<file path="src/rtl/fx2fp16_vec_seq_pkg.sv">
// Shared definitions for the fixed-point to fp16 vector sequencer:
// FSM encoding, timeout result value and default geometry.
package fx2fp16_vec_seq_pkg;

  localparam int DEF_N       = 32;
  localparam int DEF_LANES   = 8;
  localparam int DEF_TIMEOUT = 48;

  localparam logic [15:0] FP16_QNAN = 16'h7E00;

  typedef enum logic [1:0] {
    ST_IDLE  = 2'd0,
    ST_ISSUE = 2'd1,
    ST_WAIT  = 2'd2,
    ST_OUT   = 2'd3
  } state_e;

endpackage

</file>
<file path="src/rtl/fx2fp16_vec_seq_if.sv">
// Bundle of the input vector, converter and output vector handshakes.
// slave = sequencer side, master = environment (source, converter, sink).
interface fx2fp16_vec_seq_if
  import fx2fp16_vec_seq_pkg::*;
#(
  parameter int N     = DEF_N,
  parameter int LANES = DEF_LANES
) ();

  logic                  in_valid;
  logic                  in_ready;
  logic [LANES*N-1:0]    in_data;
  logic [5:0]            in_scale;
  logic [N-1:0]          cv_fixed;
  logic [5:0]            cv_scale;
  logic                  cv_start;
  logic [15:0]           cv_float;
  logic                  cv_done;
  logic                  out_valid;
  logic                  out_ready;
  logic [LANES*16-1:0]   out_data;
  logic [LANES-1:0]      out_err;

  modport slave (
    input  in_valid, in_data, in_scale, cv_float, cv_done, out_ready,
    output in_ready, cv_fixed, cv_scale, cv_start, out_valid, out_data, out_err
  );

  modport master (
    output in_valid, in_data, in_scale, cv_float, cv_done, out_ready,
    input  in_ready, cv_fixed, cv_scale, cv_start, out_valid, out_data, out_err
  );

endinterface

</file>
<file path="src/rtl/fx2fp16_lane_timer.sv">
// Per-lane saturating wait counter; expired_o flags the cycle that would be
// the TIMEOUT-th consecutive cycle without a converter completion.
module fx2fp16_lane_timer
  import fx2fp16_vec_seq_pkg::*;
#(
  parameter int TIMEOUT = DEF_TIMEOUT
) (
  input  logic clk,
  input  logic rst,
  input  logic clr_i,
  input  logic en_i,
  output logic expired_o
);

  localparam int              CW          = $clog2(TIMEOUT + 1);
  localparam logic [CW-1:0]   LIMIT       = CW'(TIMEOUT);
  localparam logic [CW-1:0]   LAST_ABSENT = CW'(TIMEOUT - 1);

  logic [CW-1:0] cnt_q, cnt_d;

  always_comb begin
    cnt_d = cnt_q;
    if (clr_i) begin
      cnt_d = '0;
    end else if (en_i && (cnt_q != LIMIT)) begin
      cnt_d = cnt_q + 1'b1;
    end
  end

  always_ff @(posedge clk or posedge rst) begin
    if (rst) begin
      cnt_q <= '0;
    end else begin
      cnt_q <= cnt_d;
    end
  end

  // cnt_q counts the absent cycles already elapsed in this lane's wait
  assign expired_o = en_i && (cnt_q >= LAST_ABSENT);

endmodule

</file>
<file path="src/rtl/fx2fp16_vec_seq.sv">
// Sequences a vector of fixed-point lanes through one external fp16 converter,
// one lane at a time, with a per-lane completion timeout.
module fx2fp16_vec_seq
  import fx2fp16_vec_seq_pkg::*;
#(
  parameter int N       = DEF_N,
  parameter int LANES   = DEF_LANES,
  parameter int TIMEOUT = DEF_TIMEOUT
) (
  input  logic               clk,
  input  logic               rst,
  fx2fp16_vec_seq_if.slave   bus
);

  localparam int            IW   = (LANES > 1) ? $clog2(LANES) : 1;
  localparam logic [IW-1:0] LAST = IW'(LANES - 1);

  state_e               state_q, state_d;
  logic [IW-1:0]        idx_q, idx_d;
  logic [LANES*N-1:0]   vec_q, vec_d;
  logic [5:0]           scale_q, scale_d;
  logic [LANES*16-1:0]  res_q, res_d;
  logic [LANES-1:0]     err_q, err_d;
  logic                 timer_clr, timer_en, expired;
  logic [N-1:0]         lane_w [LANES];

  generate
    for (genvar gi = 0; gi < LANES; gi++) begin : g_lane
      assign lane_w[gi] = vec_q[gi*N +: N];
    end
  endgenerate

  assign timer_clr = (state_q == ST_ISSUE);
  assign timer_en  = (state_q == ST_WAIT);

  fx2fp16_lane_timer #(.TIMEOUT(TIMEOUT)) u_timer (
    .clk       (clk),
    .rst       (rst),
    .clr_i     (timer_clr),
    .en_i      (timer_en),
    .expired_o (expired)
  );

  always_comb begin
    state_d = state_q;
    idx_d   = idx_q;
    vec_d   = vec_q;
    scale_d = scale_q;
    res_d   = res_q;
    err_d   = err_q;
    case (state_q)
      ST_IDLE: begin
        if (bus.in_valid) begin
          vec_d   = bus.in_data;
          scale_d = bus.in_scale;
          idx_d   = '0;
          res_d   = '0;
          err_d   = '0;
          state_d = ST_ISSUE;
        end
      end
      ST_ISSUE: state_d = ST_WAIT;
      ST_WAIT: begin
        // a real completion wins over an expiry in the same cycle
        if (bus.cv_done || expired) begin
          for (int i = 0; i < LANES; i++) begin
            if (idx_q == IW'(i)) begin
              res_d[i*16 +: 16] = bus.cv_done ? bus.cv_float : FP16_QNAN;
              err_d[i]          = ~bus.cv_done;
            end
          end
          if (idx_q == LAST) begin
            state_d = ST_OUT;
          end else begin
            idx_d   = idx_q + 1'b1;
            state_d = ST_ISSUE;
          end
        end
      end
      ST_OUT: begin
        if (bus.out_ready) state_d = ST_IDLE;
      end
      default: state_d = ST_IDLE;
    endcase
  end

  always_ff @(posedge clk or posedge rst) begin
    if (rst) begin
      state_q <= ST_IDLE;
      idx_q   <= '0;
      vec_q   <= '0;
      scale_q <= '0;
      res_q   <= '0;
      err_q   <= '0;
    end else begin
      state_q <= state_d;
      idx_q   <= idx_d;
      vec_q   <= vec_d;
      scale_q <= scale_d;
      res_q   <= res_d;
      err_q   <= err_d;
    end
  end

  assign bus.in_ready  = (state_q == ST_IDLE);
  assign bus.cv_start  = (state_q == ST_ISSUE);
  assign bus.out_valid = (state_q == ST_OUT);
  assign bus.cv_fixed  = lane_w[idx_q];
  assign bus.cv_scale  = scale_q;
  assign bus.out_data  = res_q;
  assign bus.out_err   = err_q;

endmodule

</file>
<file path="src/flat_wrapper.sv">
// flat-port wrapper written by rule: the top's interface ports become plain ports
module fx2fp16_vec_seq_flat import fx2fp16_vec_seq_pkg::*;
#(
  parameter int N       = DEF_N,
  parameter int LANES   = DEF_LANES,
  parameter int TIMEOUT = DEF_TIMEOUT
)
  (clk, rst, bus_in_valid, bus_in_data, bus_in_scale, bus_cv_float, bus_cv_done, bus_out_ready, bus_in_ready, bus_cv_fixed, bus_cv_scale, bus_cv_start, bus_out_valid, bus_out_data, bus_out_err);
  fx2fp16_vec_seq_if #(.N(N), .LANES(LANES)) bus_i ();
  input  logic clk;
  input  logic rst;
  input wire logic [$bits(bus_i.in_valid)-1:0] bus_in_valid;
  input wire logic [$bits(bus_i.in_data)-1:0] bus_in_data;
  input wire logic [$bits(bus_i.in_scale)-1:0] bus_in_scale;
  input wire logic [$bits(bus_i.cv_float)-1:0] bus_cv_float;
  input wire logic [$bits(bus_i.cv_done)-1:0] bus_cv_done;
  input wire logic [$bits(bus_i.out_ready)-1:0] bus_out_ready;
  output wire logic [$bits(bus_i.in_ready)-1:0] bus_in_ready;
  output wire logic [$bits(bus_i.cv_fixed)-1:0] bus_cv_fixed;
  output wire logic [$bits(bus_i.cv_scale)-1:0] bus_cv_scale;
  output wire logic [$bits(bus_i.cv_start)-1:0] bus_cv_start;
  output wire logic [$bits(bus_i.out_valid)-1:0] bus_out_valid;
  output wire logic [$bits(bus_i.out_data)-1:0] bus_out_data;
  output wire logic [$bits(bus_i.out_err)-1:0] bus_out_err;
  assign bus_i.in_valid = bus_in_valid;
  assign bus_i.in_data = bus_in_data;
  assign bus_i.in_scale = bus_in_scale;
  assign bus_i.cv_float = bus_cv_float;
  assign bus_i.cv_done = bus_cv_done;
  assign bus_i.out_ready = bus_out_ready;
  assign bus_in_ready = bus_i.in_ready;
  assign bus_cv_fixed = bus_i.cv_fixed;
  assign bus_cv_scale = bus_i.cv_scale;
  assign bus_cv_start = bus_i.cv_start;
  assign bus_out_valid = bus_i.out_valid;
  assign bus_out_data = bus_i.out_data;
  assign bus_out_err = bus_i.out_err;
  fx2fp16_vec_seq #(.N(N), .LANES(LANES), .TIMEOUT(TIMEOUT)) u_core (.clk(clk), .rst(rst), .bus(bus_i));
endmodule
</file>
<file path="config.mk">
export PLATFORM = sky130hd
export DESIGN_NAME = fx2fp16_vec_seq_flat
export DESIGN_NICKNAME = d
export VERILOG_FILES = /design/src/rtl/fx2fp16_vec_seq_pkg.sv /design/src/rtl/fx2fp16_vec_seq_if.sv /design/src/rtl/fx2fp16_lane_timer.sv /design/src/rtl/fx2fp16_vec_seq.sv /design/src/flat_wrapper.sv
export SDC_FILE = /design/constraint.sdc
export NUM_CORES = 1
export LEC_CHECK = 0
export CELL_PAD_IN_SITES_DETAIL_PLACEMENT = 0
export CELL_PAD_IN_SITES_GLOBAL_PLACEMENT = 1
export CORE_MARGIN = 4
export CORE_UTILIZATION = 37
export DETAILED_ROUTE_END_ITERATION = 8
export HOLD_SLACK_MARGIN = 0.08
export PLACE_DENSITY = 0.9
export SYNTH_ARGS = -nofsm -noshare
export SYNTH_HDL_FRONTEND = slang
export SYNTH_HIERARCHICAL = 1
export SYNTH_SLANG_ARGS = --single-unit
</file>
<file path="constraint.sdc">
create_clock -name clk -period 19.6 [get_ports clk]
set_input_delay 5.88 -clock clk [delete_from_list [all_inputs] [get_ports clk]]
set_output_delay 5.88 -clock clk [all_outputs]
set_load 0.02 [all_outputs]
</file>
==> results of run 1 <==
power groups by stage:
stage	logic, mW	registers, mW	clock network, mW
after CTS	1.58	1.44	0.881
final	1.56	1.44	0.859
after detailed placement	1.57	1.45	0
after floorplan	0.914	1.46	0
after global placement	1.54	1.44	0
after global routing	1.70	1.48	0.915
routing by layer:
metal | part of all wire, % | wire length (um)
met5 | 0.28 | 161
met2 | 46 | 26800
met1 | 41 | 23900
met3 | 9.5 | 5540
met4 | 3.4 | 2010
registers in the layout, indices dropped and copies added (netlist names):
signal and cells:
u_core/bus.cv_scale 6, u_core/bus.out_data 128, u_core/bus.out_err 8, u_core/idx_q 3, u_core/state_q 2, u_core/u_timer/cnt_q 6, u_core/vec_q 256
cell type report:
class                           count  area, um^2
Antenna cell                        8        20.0
Clock buffer                       64        1290
Clock inverter                     16         214
Fill cell                        4332       23600
Inverter                           12        60.1
Multi-Input combinational cell   1276        7030
Sequential cell                   409       10200
Tap cell                          615         769
Timing Repair Buffer              474        4740
how the worst min path moves through the flow:
stage,endpoint,start,depth (start not counted)
after floorplan,u_core/vec_q[128],u_core/vec_q[128],2
after global placement,u_core/vec_q[130],u_core/vec_q[130],2
after detailed placement,u_core/vec_q[230],u_core/vec_q[230],2
after CTS,u_core/vec_q[230],u_core/vec_q[230],2
after global routing,u_core/vec_q[27],u_core/vec_q[27],2
final,u_core/vec_q[230],u_core/vec_q[230],2
synthesized netlist by cell type, drive strengths merged, types with 8 or more instances:
cell type    n  area [um^2]
clkbuf      16         60.1
ha           8          100
and2        10         62.6
a22o        28          245
nand2      975         3660
a32o        20          200
mux4        64         1440
mux2i       36          360
buf        103          604
nor2        17         63.8
o2bb2ai     14          123
dfrtp      409        10200
o22ai       40          256
inv         10         40.0
logic make-up (layout without fill, tap and decap cells):
| kind of cell | after synthesis | in the layout |
|---|---|---|
| and+or+nand+nor | 1041 | 1041 |
| DFF | 409 | 409 |
| buffers and inverters | 132 | 566 |
| AOI/OAI and AO/OA | 124 | 124 |
| muxes | 101 | 101 |
| adders and majority gates | 8 | 8 |
| xor gates and xnor gates | 2 | 2 |
| other | 0 | 8 |
tightest hold or removal path, delay by kind of cell (launching register included):
family / cells / cell delay, ns
DFF: 1 / 0.34
and+or+nand+nor: 2 / 0.10
per-stage QoR:
step	hold slack (ns)	util, %	worst slack, ns	total power, mW	std cells
floorplan	0.440	-	2.51	2.37	1817
global placement	0.452	47.7	10.51	2.97	2786
detailed placement	0.457	47.7	10.42	3.01	2786
CTS	0.472	50.8	9.97	3.89	2866
global route	0.489	50.8	9.86	4.10	2871
finish	0.470	50.8	10.13	3.86	2874
cell usage in the layout, fill, tap and decap left out, types with 7 or more instances in the layout:
cell                              count
sky130_fd_sc_hd__mux2i_1             36
sky130_fd_sc_hd__clkdlybuf4s50_1    459
sky130_fd_sc_hd__mux4_2              64
sky130_fd_sc_hd__a32o_1              20
sky130_fd_sc_hd__dfrtp_1            406
sky130_fd_sc_hd__buf_4               12
sky130_fd_sc_hd__diode_2              8
sky130_fd_sc_hd__a22o_1              28
sky130_fd_sc_hd__clkbuf_1            10
sky130_fd_sc_hd__o2bb2ai_1           14
sky130_fd_sc_hd__nand2_1            975
sky130_fd_sc_hd__nor2_1              17
sky130_fd_sc_hd__o22ai_1             39
sky130_fd_sc_hd__and2_1              10
sky130_fd_sc_hd__clkbuf_16           45
sky130_fd_sc_hd__nand2b_1             7
sky130_fd_sc_hd__inv_1                8
sky130_fd_sc_hd__clkbuf_8             9
sky130_fd_sc_hd__ha_1                 8
==> results.rst, run 1 <==
.. list-table::
   :header-rows: 1

   * - Metric
     - Value
   * - First-pass GRT wire length
     - 89.7 mm
   * - Post-synth EDFFs
     - 0
   * - Most Crowded Layer GR
     - met2
   * - Worst slew margin
     - 28.1%
   * - Number of global-route vias before repair
     - 15400
   * - Hold Path Class
     - reg2reg
   * - Part of the cycle the worst path needs
     - between 40% and 50%
   * - Buffers plus inverters on the worst setup path
     - 2
   * - Req. time, crit path
     - roughly 14 ns
   * - Hold_buf cts
     - 0
   * - Dominant delay contributor by cell family on the critical path
     - buffers and inverters
   * - Num Clock Sinks
     - 409
   * - Switching power
     - 1.45 mW
   * - 1st-pass router iterations
     - 5
   * - Synth Area in Compound Gates
     - 5.50%
   * - Worst setup path category
     - reg2out
   * - Sequential area share after synthesis
     - 56.8%
   * - Worst-skew pair later-pin latency
     - 0.56 ns
   * - Avg Inst Size Synth
     - 9.91 um^2
   * - Master cell of the clock root buffer
     - sky130_fd_sc_hd__clkbuf_16
   * - Number of different library cells in the post-synthesis netlist
     - 59
   * - Unrepaired setup endpoints after global routing
     - false
   * - Worst setup startpoint
     - u_core/idx_q[1]
   * - Switching part of the total power
     - 37.6%
   * - Minimum clock period
     - ~9.5 ns
   * - XOR/XNOR Fraction of Synth Area
     - 0.0973%
   * - Via-per-instance ratio
     - 5.14
   * - Total CTS buffers
     - 45
   * - Synthesized-area fraction occupied by and/or/nand/nor cells
     - 22.8%
   * - Worst reg-to-reg path cell count
     - 7
   * - Floorplan die area
     - 0.0523 mm^2
   * - Actual transition at the worst max-transition pin
     - ~1.1 ns
   * - Wire length after detailed routing
     - 58.4 mm
   * - Final max-slew violation count
     - 0
   * - Highest cell delay on the worst timing path
     - 0.83 ns
   * - Antenna violations before repair
     - 21
   * - Worst path arrival time
     - approximately 3.6 ns
   * - Type of element launching the critical path
     - register
   * - Beginning of the worst register-to-register path
     - u_core/state_q[1]
   * - Cell leakage power
     - 11.4 nW
   * - CP Depth
     - 5
   * - Bufs on Longest Clock Path
     - 3
   * - Register bit total from synthesis
     - 409
   * - Slowest CP cell
     - sky130_fd_sc_hd__dfrtp_4
   * - Die outline width
     - ~230 um
   * - Power density over cell area
     - 158 mW/mm^2
   * - Count of cells resized by post-cts repair
     - 0
   * - Post-Synthesis Cells
     - 1817
   * - Total of warnings raised by yosys
     - 6
   * - Fraction of met3 tracks used by global routing
     - 7.23%
   * - Most frequent cell on the critical path
     - sky130_fd_sc_hd__nand2_1
   * - Starting DRT DRC Count
     - about 1200
   * - Number of buffer cells added on primary ports
     - approximately 460
   * - Clock share of power
     - 22.3%
   * - Worst reg2reg path endpoint
     - u_core/bus.out_data[37]
   * - Placed cell areas
     - around 0.023 mm^2
   * - Final setup violation count
     - 0
   * - Max-cap violation count
     - 0
   * - Adder-cell share of the synthesized area
     - 0.556%
   * - Outcome
     - complete, no violations
   * - I/O pin cnt
     - 460
   * - Reg-to-reg slack, setup
     - 16.25 ns
   * - Wirelength per Cell
     - approximately 20 um
   * - Met2 routing resource usage after global routing
     - 34.0%
   * - Combinational fraction of design power
     - 40.4%
   * - Sequential cell fraction of total power
     - a little under two fifths
   * - Worst Skew
     - 0.0234 ns
   * - Number of antenna-violating nets in the routed design
     - 0
   * - VDD IR-drop max
     - 178 uV
   * - Clock H-tree levels
     - 2
   * - Largest family of logic cells by synthesized area
     - simple AND/OR/NAND/NOR gates
   * - Main flop type after synthesis
     - sky130_fd_sc_hd__dfrtp_1
   * - Ordered list of cells on the worst path
     - buf_4, mux4_2, nand2_1, nand2_1, clkdlybuf4s50_1
   * - Maximum fanout along the worst path
     - 37
   * - Total congestion overflow after global routing
     - 0
   * - Setup total negative slack
     - 0 ns
   * - Cell internal power dissipation
     - approximately 2.4 mW
   * - Clock transition time at the flip-flop clock pins of the worst setup and hold paths
     - 0.06 ns
   * - Initial Utilization
     - 37.6%
   * - Share of flip-flops with an asynchronous set or reset
     - 100%
   * - RePlAce Congestion
     - 0.925
   * - Placeable Area
     - 0.0479 mm^2
   * - Final cell area excluding filler cells
     - about 0.024 mm^2
   * - Layout cell share with drive strength beyond 1
     - 7.64%
   * - Type of element capturing the critical path
     - output pin
   * - Capturing element of the worst setup path
     - bus_cv_fixed[19]
   * - Post-Synthesis Cell Area
     - 0.0180 mm^2
   * - Synthesis-to-finish area growth
     - 35.3%
   * - Synthesized netlist net count
     - 2108
   * - Upper clock frequency limit
     - 106 MHz
   * - Floorplan die height
     - 229 um
   * - Post-synthesis mux area share
     - 10.1%
   * - Met1 track demand over resource in global routing
     - between 20 and 30%
   * - Number of placement rows
     - 80
   * - Post-CTS Setup Inserts
     - 0
   * - Total Nets Final
     - approximately 2500
   * - Endpoints failing hold
     - 0
   * - Total global routing track utilization
     - 21.8%
   * - Pin count of the biggest net entering global routing
     - 194
   * - HPWL after DPL
     - 41.2 mm
   * - TritonCTS clock tree
     - yes
   * - Via count
     - 14800
   * - Total DRC errors in the routed layout
     - 0
Note: power is estimated with default switching activity, not from simulation.
==> run 2, diff against run 1 <==
==> constraint.sdc (replaced) <==
create_clock -name clk -period 8.8 [get_ports clk]
set_input_delay 2.64 -clock clk [delete_from_list [all_inputs] [get_ports clk]]
set_output_delay 2.64 -clock clk [all_outputs]
set_load 0.02 [all_outputs]
==> run 2 against run 1 <==
  * First-iteration DRC count is 21% higher
  * Global-route usage is 0.074 points higher
  * Highest routed layer unchanged
  * Clock skew is 0.0077 ns lower
  * Largest power group unchanged
  * Sequential cell count stayed put
  * Sequential power is 120% higher
  * Critical path depth stayed put
==> results.rst, run 2 (synthesis gave the netlist of run 1 again) <==
.. list-table::
   :header-rows: 1

   * - Metric
     - Value
   * - I/O pin cnt
     - 460 (unchanged)
   * - Cell internal power dissipation
     - 5.32 mW (+120%)
   * - Worst setup path category
     - reg2out
   * - Cell leakage power
     - 11.4 nW (-0.20%)
   * - Switching power
     - 3.24 mW (+120%)
   * - Number of buffer cells added on primary ports
     - 459 (unchanged)
   * - Count of cells resized by post-cts repair
     - 0 (unchanged)
   * - Antenna violations before repair
     - 20 (-4.8%)
   * - Highest cell delay on the worst timing path
     - 0.77 ns (-0.06 ns)
   * - HPWL after DPL
     - 41.3 mm (+0.26%)
   * - Total DRC errors in the routed layout
     - 0 (unchanged)
   * - Highest-count cells in the layout ignoring fill and taps
     - sky130_fd_sc_hd__nand2_1 (975), sky130_fd_sc_hd__clkdlybuf4s50_1 (459), sky130_fd_sc_hd__dfrtp_1 (406)
   * - Total congestion overflow after global routing
     - 0 (unchanged)
   * - Wire length after detailed routing
     - 58.7 mm (+0.46%)
   * - Clock share of power
     - 21.7% (-0.6 points)
   * - Total global routing track utilization
     - 21.8% (+0.074 points)
   * - Setup total negative slack
     - 0 ns (unchanged)
   * - Slowest CP cell
     - sky130_fd_sc_hd__buf_4
   * - Pin count of the biggest net entering global routing
     - 185 (-4.6%)
   * - Num Clock Sinks
     - 409 (unchanged)
   * - Most frequent standard cell in the layout excluding fill and tap cells
     - sky130_fd_sc_hd__nand2_1
   * - Worst slew margin
     - 15.0% (-13 points)
   * - Final setup violation count
     - 0 (unchanged)
   * - Sequential cell fraction of total power
     - 37.8% (+0.5 points)
   * - Worst path arrival time
     - 3.49 ns (-0.10 ns)
   * - Bufs on Longest Clock Path
     - 3 (unchanged)
   * - Register area
     - 0.0102 mm^2 (unchanged)
   * - Number of global-route vias before repair
     - 15600 (+1.3%)
   * - Req. time, crit path
     - 6.16 ns (-7.56 ns)
   * - Switching part of the total power
     - 37.8% (+0.26 points)
   * - RePlAce Congestion
     - 0.917 (-0.85%)
   * - Ordered list of cells on the worst path
     - buf_4, mux4_2, nand2_1, nand2_1, clkdlybuf4s50_1
   * - Die outline width
     - 229 um (unchanged)
   * - Upper clock frequency limit
     - roughly 160 MHz
   * - Total Nets Final
     - 2508 (-0.040%)
   * - Footprint of the multi-input gates
     - 0.00703 mm^2 (unchanged)
   * - Unrepaired setup endpoints after global routing
     - false
   * - Actual transition at the worst max-transition pin
     - 1.27 ns (+0.192 ns)
   * - Most frequent cell on the critical path
     - sky130_fd_sc_hd__nand2_1
   * - Layout cell share with drive strength beyond 1
     - 7.64% (about the same)
   * - Initial Utilization
     - 37.6% (unchanged)
   * - Number of antenna-violating nets in the routed design
     - 0 (unchanged)
   * - Floorplan die area
     - 0.0523 mm^2 (unchanged)
   * - Clock transition time at the flip-flop clock pins of the worst setup and hold paths
     - 0.06 ns (about the same)
   * - VDD IR-drop max
     - 208 uV (+17%)
   * - Clock H-tree levels
     - 2 (unchanged)
   * - Total CTS buffers
     - 45 (unchanged)
   * - Register containing the most flip-flops in the final layout
     - u_core/vec_q
   * - Worst Skew
     - 0.0156 ns (-0.00773 ns)
   * - Combinational fraction of design power
     - 40.5% (about the same)
   * - Number of placement rows
     - 80 (unchanged)
   * - Via-per-instance ratio
     - 5.20 (+1.1%)
   * - Master cell of the clock root buffer
     - sky130_fd_sc_hd__clkbuf_16
   * - Placeable Area
     - 0.0479 mm^2 (unchanged)
   * - First-pass GRT wire length
     - 89.9 mm (+0.19%)
   * - Final max-slew violation count
     - 0 (unchanged)
   * - Via count
     - 15000 (+1.2%)
   * - Post-CTS Setup Inserts
     - 0 (unchanged)
   * - Starting DRT DRC Count
     - 1406 (+21%)
   * - Hold Path Class
     - reg2reg
   * - Flip-flop count of the largest register after layout
     - 256 (unchanged)
   * - Wirelength per Cell
     - 20.4 um (+0.35%)
   * - 1st-pass router iterations
     - 6 (+1)
   * - Endpoints failing hold
     - 0 (unchanged)
   * - TritonCTS clock tree
     - yes
   * - Max-cap violation count
     - 0 (unchanged)
   * - Minimum clock period
     - about 6.1 ns
   * - Fillers
     - 4297 (-0.81%)
   * - Outcome
     - complete, no violations
   * - Hold_buf cts
     - 0 (unchanged)
   * - Worst-skew pair later-pin latency
     - 0.56 ns (about the same)
   * - Type of element capturing the critical path
     - output pin
   * - Maximum fanout along the worst path
     - 46 (+24%)
   * - Part of the cycle the worst path needs
     - between 60 and 70%
   * - Worst-case setup slack after placement
     - 3.18 ns (-7.24 ns)
   * - Synthesis-to-finish area growth
     - 35.1%
   * - Power density over cell area
     - 352 mW/mm^2 (+120%)
   * - Final worst setup slack
     - 2.67 ns (-7.46 ns)
   * - Floorplan die height
     - 229 um (unchanged)
   * - Type of element launching the critical path
     - register
==> run 2: cell types whose count changed in the layout (fill, tap and decap cells not counted) <==
cell / delta
sky130_fd_sc_hd__buf_4: -1
sky130_fd_sc_hd__clkbuf_16: +2
sky130_fd_sc_hd__clkinv_2: +8
sky130_fd_sc_hd__bufinv_16: -2
sky130_fd_sc_hd__clkinvlp_4: +2
sky130_fd_sc_hd__clkinv_4: -2
sky130_fd_sc_hd__clkbuf_8: -2
sky130_fd_sc_hd__diode_2: +2
sky130_fd_sc_hd__inv_8: -2
sky130_fd_sc_hd__clkbuf_1: +1
sky130_fd_sc_hd__inv_6: -3
==> run 2: worst max-delay path, delay by kind of cell, from the launching register on <==
family / cells / cell delay, ns
buffers and inverters: 2 / 1.31
flip-flops: 1 / 0.71
AND/OR/NAND/NOR: 2 / 0.19
multiplexers: 1 / 0.61
==> run 2: power by group through the flow <==
stage	clock, mW	sequential (mW)	combinational, mW
6_report	1.86	3.23	3.47
5_1_grt	1.99	3.32	3.77
3_3_place_gp	0	3.22	3.40
2_1_floorplan	0	3.25	2.04
3_5_place_dp	0	3.24	3.48
4_1_cts	1.91	3.22	3.49
==> run 2: through the flow <==
step                      area (um^2)  power [mW]  utilization [%]  instances  hold slack, ns
after CTS                       24300        8.62             50.7       2867           0.472
after global placement          22800        6.62             47.6       2785           0.452
after global routing            24300        9.08             50.7       2872           0.489
final                           24300        8.56             50.7       2877           0.466
after detailed placement        22800        6.72             47.6       2785           0.458
after floorplan                 18000        5.28                -       1817           0.440
==> run 2: final timing paths <==
kind                              startpoint                       to  slack [ns]  cells after the start
min in group asynchronous                rst  u_core/u_timer/cnt_q[4]        2.42                      2
min                        u_core/vec_q[135]        u_core/vec_q[135]        0.47                      2
max                          u_core/idx_q[1]         bus_cv_fixed[23]        2.67                      5
max reg2reg                  u_core/idx_q[1]  u_core/bus.out_data[43]        5.39                      5
max in group asynchronous                rst  u_core/bus.out_data[48]        4.95                      4
min reg2reg                u_core/vec_q[135]        u_core/vec_q[135]        0.47                      2
==> run 2: routing by layer <==
metal  vias to the layer above  track usage (%)  wire (um)
met3                       138             7.89       6140
met4                        16             9.43       2340
met5                         -                0        107
met2                       694             34.3      27000
met1                      7368             27.3      23100
li1                       6743                -          -
==> run 2: layout make-up <==
cell class,instances,area share [%]
timing repair buffer,473,19.5
inverter,12,0.231
antenna,10,0.103
tap,615,3.16
clock buffer,65,5.40
clock inverter,17,0.602
sequential,409,42.1
multi-input combinational,1276,28.9
